File: src/rtl/vc_eq_arb_pkg.sv
// rtl/vc_eq_arb_pkg.sv - shared constants and helpers for the shared equality-compare arbiter
package vc_eq_arb_pkg;

  localparam int NREQ_MAX = 8;

  localparam logic EMPTY = 1'b0;
  localparam logic FULL  = 1'b1;

  // Minimum of 1 so that a 2-requester build still has a 1-bit ID.
  function automatic int clog2(input int n);
    int r;
    r = 1;
    for (int i = 1; i < 32; i++) begin
      if ((1 << i) < n) r = i + 1;
    end
    return r;
  endfunction

endpackage

File: src/rtl/vc_rr_arbiter.sv
// rtl/vc_rr_arbiter.sv - combinational round-robin arbiter, search starts at ptr and wraps
module vc_rr_arbiter
  import vc_eq_arb_pkg::*;
#(
  parameter int NREQ = 4,
  parameter int IDW  = clog2(NREQ)
) (
  input  logic [NREQ-1:0] req,
  input  logic [IDW-1:0]  ptr,
  output logic [NREQ-1:0] grant
);

  logic           found;
  logic [IDW-1:0] sel;

  always_comb begin
    grant = '0;
    found = 1'b0;
    sel   = '0;
    for (int k = 0; k < NREQ; k++) begin
      sel = IDW'((int'(ptr) + k) % NREQ);
      if (!found && req[sel]) begin
        grant[sel] = 1'b1;
        found      = 1'b1;
      end
    end
  end

endmodule

File: src/rtl/vc_eq_compare_arbiter.sv
// rtl/vc_eq_compare_arbiter.sv - NREQ requesters share one W-bit equality comparator
// through a round-robin arbiter and a one-entry ID-tagged response buffer.
module vc_eq_compare_arbiter
  import vc_eq_arb_pkg::*;
#(
  parameter int NREQ = 4,
  parameter int W    = 32,
  parameter int IDW  = 2,
  parameter int CNTW = 16
) (
  input  logic              clk,
  input  logic              reset_n,
  input  logic [NREQ-1:0]   req_val,
  output logic [NREQ-1:0]   req_rdy,
  input  logic [NREQ*W-1:0] req_in0,
  input  logic [NREQ*W-1:0] req_in1,
  output logic              resp_val,
  input  logic              resp_rdy,
  output logic              resp_eq,
  output logic [IDW-1:0]    resp_id,
  output logic [CNTW-1:0]   match_cnt,
  output logic              busy
);

  // XOR, NOR-reduce each nibble, then AND the nibble results: shallow equality tree.
  function automatic logic eq_nib(input logic [W-1:0] a, input logic [W-1:0] b);
    logic [W-1:0]   x;
    logic [W/4-1:0] nib;
    x = a ^ b;
    for (int i = 0; i < W/4; i++) nib[i] = ~|x[i*4 +: 4];
    return &nib;
  endfunction

  logic            state_q, state_d;
  logic            eq_q, eq_d;
  logic [IDW-1:0]  id_q, id_d;
  logic [IDW-1:0]  ptr_q, ptr_d;
  logic [CNTW-1:0] cnt_q, cnt_d;

  logic [NREQ-1:0] grant;
  logic [IDW-1:0]  g_idx;
  logic [W-1:0]    op_a, op_b;
  logic            can_accept, req_fire, resp_fire;

  vc_rr_arbiter #(.NREQ(NREQ), .IDW(IDW)) u_arb (
    .req   (req_val),
    .ptr   (ptr_q),
    .grant (grant)
  );

  always_comb begin
    g_idx = '0;
    op_a  = '0;
    op_b  = '0;
    for (int i = 0; i < NREQ; i++) begin
      if (grant[i]) begin
        g_idx = IDW'(i);
        op_a  = req_in0[i*W +: W];
        op_b  = req_in1[i*W +: W];
      end
    end
  end

  // req_rdy derives only from grant and buffer state, never from other rdy signals.
  assign can_accept = (state_q == EMPTY) | resp_rdy;
  assign req_rdy    = grant & {NREQ{can_accept}};
  assign req_fire   = |(req_val & req_rdy);
  assign resp_fire  = (state_q == FULL) & resp_rdy;

  always_comb begin
    state_d = state_q;
    eq_d    = eq_q;
    id_d    = id_q;
    ptr_d   = ptr_q;
    cnt_d   = cnt_q;
    if (resp_fire && eq_q && !(&cnt_q)) cnt_d = cnt_q + 1'b1;
    if (req_fire) begin
      state_d = FULL;
      eq_d    = eq_nib(op_a, op_b);
      id_d    = g_idx;
      ptr_d   = (g_idx == IDW'(NREQ-1)) ? '0 : g_idx + 1'b1;
    end else if (resp_fire) begin
      state_d = EMPTY;
    end
  end

  always_ff @(posedge clk or negedge reset_n) begin
    if (!reset_n) begin
      state_q <= EMPTY;
      eq_q    <= 1'b0;
      id_q    <= '0;
      ptr_q   <= '0;
      cnt_q   <= '0;
    end else begin
      state_q <= state_d;
      eq_q    <= eq_d;
      id_q    <= id_d;
      ptr_q   <= ptr_d;
      cnt_q   <= cnt_d;
    end
  end

  assign resp_val  = (state_q == FULL);
  assign resp_eq   = eq_q;
  assign resp_id   = id_q;
  assign match_cnt = cnt_q;
  assign busy      = resp_val | (|req_val);

endmodule

File: config.mk
export PLATFORM = sky130hd
export DESIGN_NAME = vc_eq_compare_arbiter
export DESIGN_NICKNAME = d
export VERILOG_FILES = /design/src/rtl/vc_eq_arb_pkg.sv /design/src/rtl/vc_rr_arbiter.sv /design/src/rtl/vc_eq_compare_arbiter.sv
export SDC_FILE = /design/constraint.sdc
export NUM_CORES = 1
export LEC_CHECK = 0
export CORE_MARGIN = 10
export CORE_UTILIZATION = 27
export DETAILED_ROUTE_END_ITERATION = 16
export MAX_ROUTING_LAYER = met4
export PLACE_DENSITY = 0.79
export SETUP_SLACK_MARGIN = 0.5
export SLEW_MARGIN = 20
export SYNTH_ARGS = -nofsm -noshare
export SYNTH_HDL_FRONTEND = slang
export SYNTH_SLANG_ARGS = --single-unit
export TNS_END_PERCENT = 20
File: constraint.sdc
create_clock -name clk -period 2.8 [get_ports clk]
set_input_delay 0.56 -clock clk [delete_from_list [all_inputs] [get_ports clk]]
set_output_delay 0.56 -clock clk [all_outputs]
set_load 0.02 [all_outputs]
==> impl_metrics.json <==
{
  "failed_checks": "setup timing",
  "drv_cap": 0,
  "finClkSkew_ps": 3.01,
  "routed.top_layer": "met4",
  "syn_avg_cell_area_um2": 9.08,
  "final_hold_viol_count": 0,
  "crit_path_end_kind": "output port",
  "yosys_warnings": 0,
  "dp_hpwl_um": 12300,
  "grt_pass1_wl_um": 19300,
  "period_share_pct": 102,
  "synthesis.area_mm2": 0.00283,
  "placed_area_mm2": 0.00602,
  "antenna_left": 0,
  "grt_usage_pct": 16.6,
  "core_area_mm2": 0.0103,
  "layout.nets": 894,
  "whs_path_depth": 1,
  "yosysSeqAreaShare_pct": 19.4,
  "yosys.area.top_type": "xor2_1",
  "via_per_inst": 4.54,
  "grt_start_max_net_pins": 23,
  "die_height_um": 122,
  "start_util_pct": 27.6,
  "hold_ws_ps": 501,
  "numCtsBuffers": 3,
  "r2r.worst_path.cells": 10,
  "layout.cells.non_filler": 758,
  "die_x_um": 122,
  "io_buffers": 287,
  "post-route-drc-count": 0,
  "rsz0062_at_grt": "yes",
  "r2r-start": "ptr_q[0]",
  "io_pins": 288,
  "wl_per_cell_um": 17.1,
  "cts_tree": "built",
  "cts_root_buffer": "clkbuf_8",
  "routed-wl-met3_um": 1090,
  "cts.sink_count": 22,
  "cpMaxStageDelayCell": "mux4_2",
  "grt_pass1_vias": 3881,
  "synth_top_cells_by_area": "xor2_1 31%, dfrtp_1 19%, xnor2_1 13%",
  "vias": 3445,
  "pwr_density_cell_mw_per_mm2": 451,
  "dieArea_mm2": 0.0150,
  "relSlewSlack_pct": 62.7,
  "drtIter0Drc": 76,
  "outcome": "complete, but fails checks",
  "clkTransAtPathRegs_ps": 80,
  "crit_path_cell_trace": "inv_4 -> ha_4 -> mux4_2 -> nor3b_4 -> a221oi_2 -> nor2_1 -> buf_4",
  "place_congestion": 0.929,
  "final_area_mm2": 0.00610,
  "max-vdd-ir-drop_mv": 0.311,
  "min-delay-start": "match_cnt[5]",
  "slew_viol_final": 0,
  "final_common_cell": "clkdlybuf4s50_1",
  "setup_violations": 4,
  "yosysUniqueCellTypes": 41,
  "crit_type": "reg -> out",
  "grt-ovfl-total": 0,
  "num_rows": 37,
  "final_cell_mix": "278 x clkdlybuf4s50_1, 100 x xor2_1, 42 x xnor2_1, 26 x nor4_1, 25 x buf_4",
  "ff2ff_setup_slack_ps": 10,
  "antenna_found_initial": 0,
  "cp-start-kind": "register",
  "place_ws_ps": -637,
  "clk_latency_ps": 260,
  "wl_met2_um": 7170,
  "crit_path_max_fanout": 5,
  "critPathMaxStageDelay_ps": 570,
  "dp.cells": 751,
  "cts_buffer_depth": 2,
  "min_to": "match_cnt[5]",
  "synthCells": 312,
  "finalWorstSetupSlack_ps": -68.9,
  "crit_buf_inv": 2,
  "fmax_mhz": 349,
  "post-route-min-period_ps": 2870,
  "worstPathRequired_ps": 2240,
  "cp-startpoint": "ptr_q[0]",
  "total_power_mw": 2.75,
  "syn_nets": 583,
  "ys_ff_latch": 22,
  "wl_met1_um": 4600,
  "dr.pass1.iters": 4,
  "diodes": 0,
  "crit_family": "multiplexers",
  "area_delta_synth_final_pct": 115,
  "worstMarginPinSlew_ps": 556,
  "synth_top_cell_area_share_pct": 30.9,
  "min_path_type": "reg -> reg",
  "power_leakage_nw": 2.41,
  "wl_um": 13000,
  "final_util_pct": 59.3,
  "nFillCells": 916,
  "htreeDepth": 1,
  "rr_endpoint": "resp_eq",
  "fin_setup_tns_ps": -173,
  "arrival_ps": 2310,
  "drive_gt1_share_pct": 7.72
}
[flip-flops by register name, summed over array words and instances, names as in the netlist]
| name | flops |
|---|---|
| resp_val | 1 |
| ptr_q | 2 |
| resp_id | 2 |
| resp_eq | 1 |
| match_cnt | 16 |
[cells by family (layout without fill, tap and decap cells)]
group	Yosys count	in the layout	synth area share, %
AOI/OAI and AO/OA	23	23	6.76
adders and majority gates	8	8	3.54
DFF	22	22	19.4
xor gates and xnor gates	142	142	43.9
buffers and inverters	8	318	1.33
muxes	8	8	4.60
and+or+nand+nor	101	101	20.4
[final cells by class]
type,count,area [µm²],area share (%)
inverters,6,25.0,0.410
multi-input cells,282,2280,37.4
clock buffers,4,55.1,0.903
repair buffers,308,3020,49.4
flip-flops and latches,22,551,9.03
well taps,136,170,2.79
[how the worst max path moves through the flow]
stage,end,slack [ps],cells past startpoint
after floorplan,ptr_q[1],30,10
after global placement,req_rdy[3],-580,6
after detailed placement,req_rdy[3],-640,6
after CTS,req_rdy[0],-100,7
after global routing,req_rdy[2],-200,7
final,req_rdy[2],-70,7
[power breakdown]
part	switching, mW	internal [mW]
clock	0.0969	0.125
sequential	0.0967	0.402
combinational	0.858	1.17
[per-layer routing]
metal	GRT usage, %	vias up
met5	-	-
met4	2.95	0
met3	5.05	8
met2	32.8	159
met1	15.5	1555
li1	-	1723
[cells in the mapped netlist (all sizes together)]
cell / number
and2: 1
ha: 8
and3b: 1
nand2b: 2
o21ai: 9
o21a: 1
buf: 1
o22ai: 1
mux2i: 1
a31oi: 1
nor4: 26
nand3: 7
o31a: 1
xor2: 100
mux2: 4
and4bb: 1
xnor2: 42
a2bb2oi: 1
and4: 3
nand2: 20
dfrtp: 22
or2b: 1
a221o: 1
nand4: 18
o2bb2ai: 1
o221ai: 1
a21oi: 2
nor2b: 2
a221oi: 4
nor3b: 1
clkbuf: 1
and4b: 1
and3: 3
or3: 2
mux4: 3
nor2: 12
inv: 6
[timing repair]
action,in CTS,in global routing
setup buffers,3,0
hold buffers,0,0
hold endpoints to repair,0,0
resized for setup,28,2
endpoints found under the setup margin,11,11
pin swaps,5,2
(Power assumes the default switching activity.)
